<file path="src/rtl/handshake_constant_check.sv">
// Sink-side checker: compares each accepted token against CONST_VALUE and emits a registered
// match bit on a one-entry elastic output. Optional statistics under HANDSHAKE_CONSTANT_CHECK_STATS_EN.
module handshake_constant_check #(
    parameter int              DATA_WIDTH  = 32,
    parameter logic [11:0]     CONST_VALUE = 12'b111111011001,
    parameter int              CNT_WIDTH   = 16
) (
    input  logic                  clk,
    input  logic                  rst,
    input  logic [DATA_WIDTH-1:0] ins,
    input  logic                  ins_valid,
    output logic                  ins_ready,
    output logic                  outs,
    output logic                  outs_valid,
    input  logic                  outs_ready,
    output logic [CNT_WIDTH-1:0]  match_cnt,
    output logic [CNT_WIDTH-1:0]  mismatch_cnt,
    output logic                  err,
    output logic [DATA_WIDTH-1:0] err_value
);

    localparam logic [DATA_WIDTH-1:0] CONST_EXT = DATA_WIDTH'(CONST_VALUE);

    typedef enum logic {
        ST_EMPTY = 1'b0,
        ST_FULL  = 1'b1
    } state_e;

    state_e state_q;
    state_e state_d;
    logic   outs_q;
    logic   outs_d;
    logic   accept_s;
    logic   match_s;

    // Input handshake: ready depends only on buffer state and downstream ready.
    always_comb begin
        ins_ready = (state_q == ST_EMPTY) || outs_ready;
        accept_s  = ins_valid && ins_ready;
        match_s   = (ins == CONST_EXT);
    end

    // Next-state and result-load logic for the one-entry output buffer.
    always_comb begin
        state_d = state_q;
        outs_d  = outs_q;
        case (state_q)
            ST_EMPTY: begin
                if (accept_s) begin
                    state_d = ST_FULL;
                    outs_d  = match_s;
                end else begin
                    state_d = ST_EMPTY;
                end
            end
            ST_FULL: begin
                if (outs_ready && accept_s) begin
                    outs_d = match_s;
                end else if (outs_ready) begin
                    state_d = ST_EMPTY;
                end else begin
                    state_d = ST_FULL;
                end
            end
            default: begin
                state_d = ST_EMPTY;
                outs_d  = 1'b0;
            end
        endcase
    end

    // Buffer state and result register.
    always_ff @(posedge clk) begin
        if (rst) begin
            state_q <= ST_EMPTY;
            outs_q  <= 1'b0;
        end else begin
            state_q <= state_d;
            outs_q  <= outs_d;
        end
    end

    assign outs       = outs_q;
    assign outs_valid = (state_q == ST_FULL);

`ifdef HANDSHAKE_CONSTANT_CHECK_STATS_EN
    localparam logic [CNT_WIDTH-1:0] CNT_ONE = {{(CNT_WIDTH-1){1'b0}}, 1'b1};
    localparam logic [CNT_WIDTH-1:0] CNT_MAX = {CNT_WIDTH{1'b1}};

    logic [CNT_WIDTH-1:0]  match_cnt_q;
    logic [CNT_WIDTH-1:0]  match_cnt_d;
    logic [CNT_WIDTH-1:0]  mismatch_cnt_q;
    logic [CNT_WIDTH-1:0]  mismatch_cnt_d;
    logic                  err_q;
    logic                  err_d;
    logic [DATA_WIDTH-1:0] err_value_q;
    logic [DATA_WIDTH-1:0] err_value_d;

    // Saturating counters and first-mismatch capture, advanced only on accept.
    always_comb begin
        match_cnt_d    = match_cnt_q;
        mismatch_cnt_d = mismatch_cnt_q;
        err_d          = err_q;
        err_value_d    = err_value_q;
        if (accept_s && match_s) begin
            if (match_cnt_q != CNT_MAX) begin
                match_cnt_d = match_cnt_q + CNT_ONE;
            end else begin
                match_cnt_d = match_cnt_q;
            end
        end else if (accept_s) begin
            if (mismatch_cnt_q != CNT_MAX) begin
                mismatch_cnt_d = mismatch_cnt_q + CNT_ONE;
            end else begin
                mismatch_cnt_d = mismatch_cnt_q;
            end
            if (!err_q) begin
                err_d       = 1'b1;
                err_value_d = ins;
            end else begin
                err_d       = err_q;
            end
        end else begin
            err_d = err_q;
        end
    end

    // Statistics registers.
    always_ff @(posedge clk) begin
        if (rst) begin
            match_cnt_q    <= {CNT_WIDTH{1'b0}};
            mismatch_cnt_q <= {CNT_WIDTH{1'b0}};
            err_q          <= 1'b0;
            err_value_q    <= {DATA_WIDTH{1'b0}};
        end else begin
            match_cnt_q    <= match_cnt_d;
            mismatch_cnt_q <= mismatch_cnt_d;
            err_q          <= err_d;
            err_value_q    <= err_value_d;
        end
    end

    assign match_cnt    = match_cnt_q;
    assign mismatch_cnt = mismatch_cnt_q;
    assign err          = err_q;
    assign err_value    = err_value_q;
`else
    assign match_cnt    = {CNT_WIDTH{1'b0}};
    assign mismatch_cnt = {CNT_WIDTH{1'b0}};
    assign err          = 1'b0;
    assign err_value    = {DATA_WIDTH{1'b0}};
`endif

endmodule

</file>
<file path="config.mk">
export PLATFORM = sky130hd
export DESIGN_NAME = handshake_constant_check
export DESIGN_NICKNAME = d
export VERILOG_FILES = /design/src/rtl/handshake_constant_check.sv
export SDC_FILE = /design/constraint.sdc
export NUM_CORES = 1
export LEC_CHECK = 0
export ABC_AREA = 1
export BUFFER_PORTS_ARGS = -buffer_cell sky130_fd_sc_hd__buf_4
export CORE_UTILIZATION = 32
export DETAILED_ROUTE_END_ITERATION = 8
export GPL_TIMING_DRIVEN = 0
export PLACE_DENSITY = 0.84
export SETUP_SLACK_MARGIN = 0.5
export SYNTH_ARGS = -nofsm -noshare
export SYNTH_HDL_FRONTEND = slang
export SYNTH_SLANG_ARGS = --single-unit
</file>
<file path="constraint.sdc">
create_clock -name clk -period 2.7 [get_ports clk]
set_clock_uncertainty 0.2 [all_clocks]
set_input_delay 0.27 -clock clk [delete_from_list [all_inputs] [get_ports clk]]
set_output_delay 0.27 -clock clk [all_outputs]
set_load 0.01 [all_outputs]
</file>
==> results.cfg <==
[run_status]
status = finished clean

[sta]
min_period_over_period_pct = 46.9
drv_slew = 0
finalSetupTns_ns = 0
hold_viol = 0
timing.fmax_mhz = 789
setup_viol = 0
rsz0062_at_grt = no
min_period_ns = 1.27
whs_ns = 0.0177

[setup_path]
crit_type = flop to primary output
cp_top_family = flip-flops
path_buf_inv = 1
crit_chain = nand2_1, buf_4
critPathRequiredTime_ns = 2.23
worstPathArrival_ns = 0.80
slowest_stage = dfxtp_1
path_max_fanout = 3
crit_path_end_kind = primary output
worst-r2r-setup-slack_ns = 1.64
cp-start-kind = flop
critPathMaxStageDelay_ns = 0.35

[routing]
wl_met2_microns = 712
via_per_inst = 3.14
first_pass_iters = 4
met1Wirelength_microns = 332
routed_wl_microns = 1390
drt_iter0_markers = 2
wl_met3_microns = 318
maxUsedRoutingLayer = met4
post-route-drc-count = 0
antenna_left = 0
via_count = 744
wl_per_cell_microns = 5.85

[clock_network]
cts_resized = 0
clock_latency_ns = 0.22
cts.path.max_buffers = 2
clk_pin_slew_worst_paths_ns = 0.03
cts_sinks = 2
cts_tree = built
htreeDepth = 1
ctsHoldBuffers = 0
postCtsSetupRepairBufs = 0
numCtsBuffers = 3
cts_root_buf = clkbuf_4

[die]
core-area_sq_um = 2000
initial_core_util_pct = 35.0
rows = 16
die_h_microns = 48.8
ios = 104
die_area_sq_um = 2380
die_w_microns = 48.8

[grt]
first_global_vias = 584
grt_pass1_wl_microns = 2150
overflow = 0
grt_start_max_net_pins = 4
grt_antenna_before_repair = 0
grt_usage_pct = 11.5

[logic_synthesis]
syn_inst = 105
syn_area_sq_um = 701
ys_ff_latch = 2
synth_seq_area_share_pct = 5.71
yosysWarningCount = 0
syn_avg_cell_area_sq_um = 6.67
netlist-cell-type-count = 12

[layout]
n_antenna_cell = 0
final_layout_size_suffix_gt1_share_pct = 52.9
final_cell_mix = 103 x buf_4, 65 x conb_1, 11 x nand2_1, 11 x nor2_1, 6 x inv_1
area_delta_synth_final_pct = 83.0
nets = 248
final_common_cell = buf_4

[min_path]
hold_path.class = input port to flop

[job]
cap_violations = 0

[placed_design]
place.port_buffers = 38
place.gp.congestion = 0.611

[pwr]
power.density_nw_per_um2 = 204
leakage_nw = 0.862
peakVddDrop_v = 0.0000928
cell usage after synthesis:
| cell type | number | area [sq um] |
|---|---|---|
| a21oi_1 | 1 | 5.00 |
| a21oi_2 | 2 | 17.5 |
| buf_4 | 65 | 488 |
| conb_1 | 1 | 3.75 |
| dfxtp_1 | 2 | 40.0 |
| inv_1 | 6 | 22.5 |
| nand2_1 | 11 | 41.3 |
| nand4_1 | 1 | 6.26 |
| nand4_2 | 1 | 12.5 |
| nor2_1 | 11 | 41.3 |
| nor2_2 | 2 | 12.5 |
| nor3_1 | 2 | 10.0 |
path summary, 6_finish.rpt:
kind | from | end | cells after the start
worst max-delay path | outs_valid | ins_ready | 2
worst min register to register | outs | outs | 2
worst min-delay path | rst | outs | 2
worst max register to register | outs_valid | outs | 5
where the power goes:
group / switching (mW) / leakage [nW] / total [mW] / internal (mW)
logic: 0.0681 / 0.832 / 0.166 / 0.0984
registers: 0.000850 / 0.0164 / 0.0317 / 0.0308
clock network: 0.0141 / 0.0138 / 0.0629 / 0.0488
total: 0.0830 / 0.862 / 0.261 / 0.178
state kept, by name (all words and copies together) (netlist names):
name,flops
outs,1
outs_valid,1
cells by family (layout without fill, tap and decap cells):
kind of cell / count (synthesis) / count (layout) / share of synthesized area [%]
DFF: 2 / 2 / 5.71
and+or+nand+nor: 28 / 28 / 17.7
buffers and inverters: 71 / 112 / 72.9
other: 1 / 65 / 0.535
AOI/OAI and AO/OA: 3 / 3 / 3.21
through the flow:
step	area [sq um]	utilization, %	worst slack, ns	power, mW	instances
finish	1280	64.1	1.43	0.261	237
CTS	1280	64.1	1.43	0.259	237
global placement	1260	62.9	1.52	0.193	234
floorplan	941	-	1.67	0.152	169
global route	1280	64.1	1.37	0.280	237
detailed placement	1260	62.9	1.50	0.194	234
metal layers:
metal / up-vias / track usage (%)
li1: 398 / -
met5: - / 0
met1: 275 / 8.46
met4: 0 / 7.35
met3: 2 / 5.92
met2: 69 / 22.5
area by class of cell:
class,count,area (sq um)
multi-input cells,96,390
repair buffers,38,285
plain buffers,65,488
well taps,27,33.8
inverters,6,22.5
fillers,200,719
clock buffers,3,22.5
flip-flops and latches,2,40.0
(Power assumes the default switching activity.)
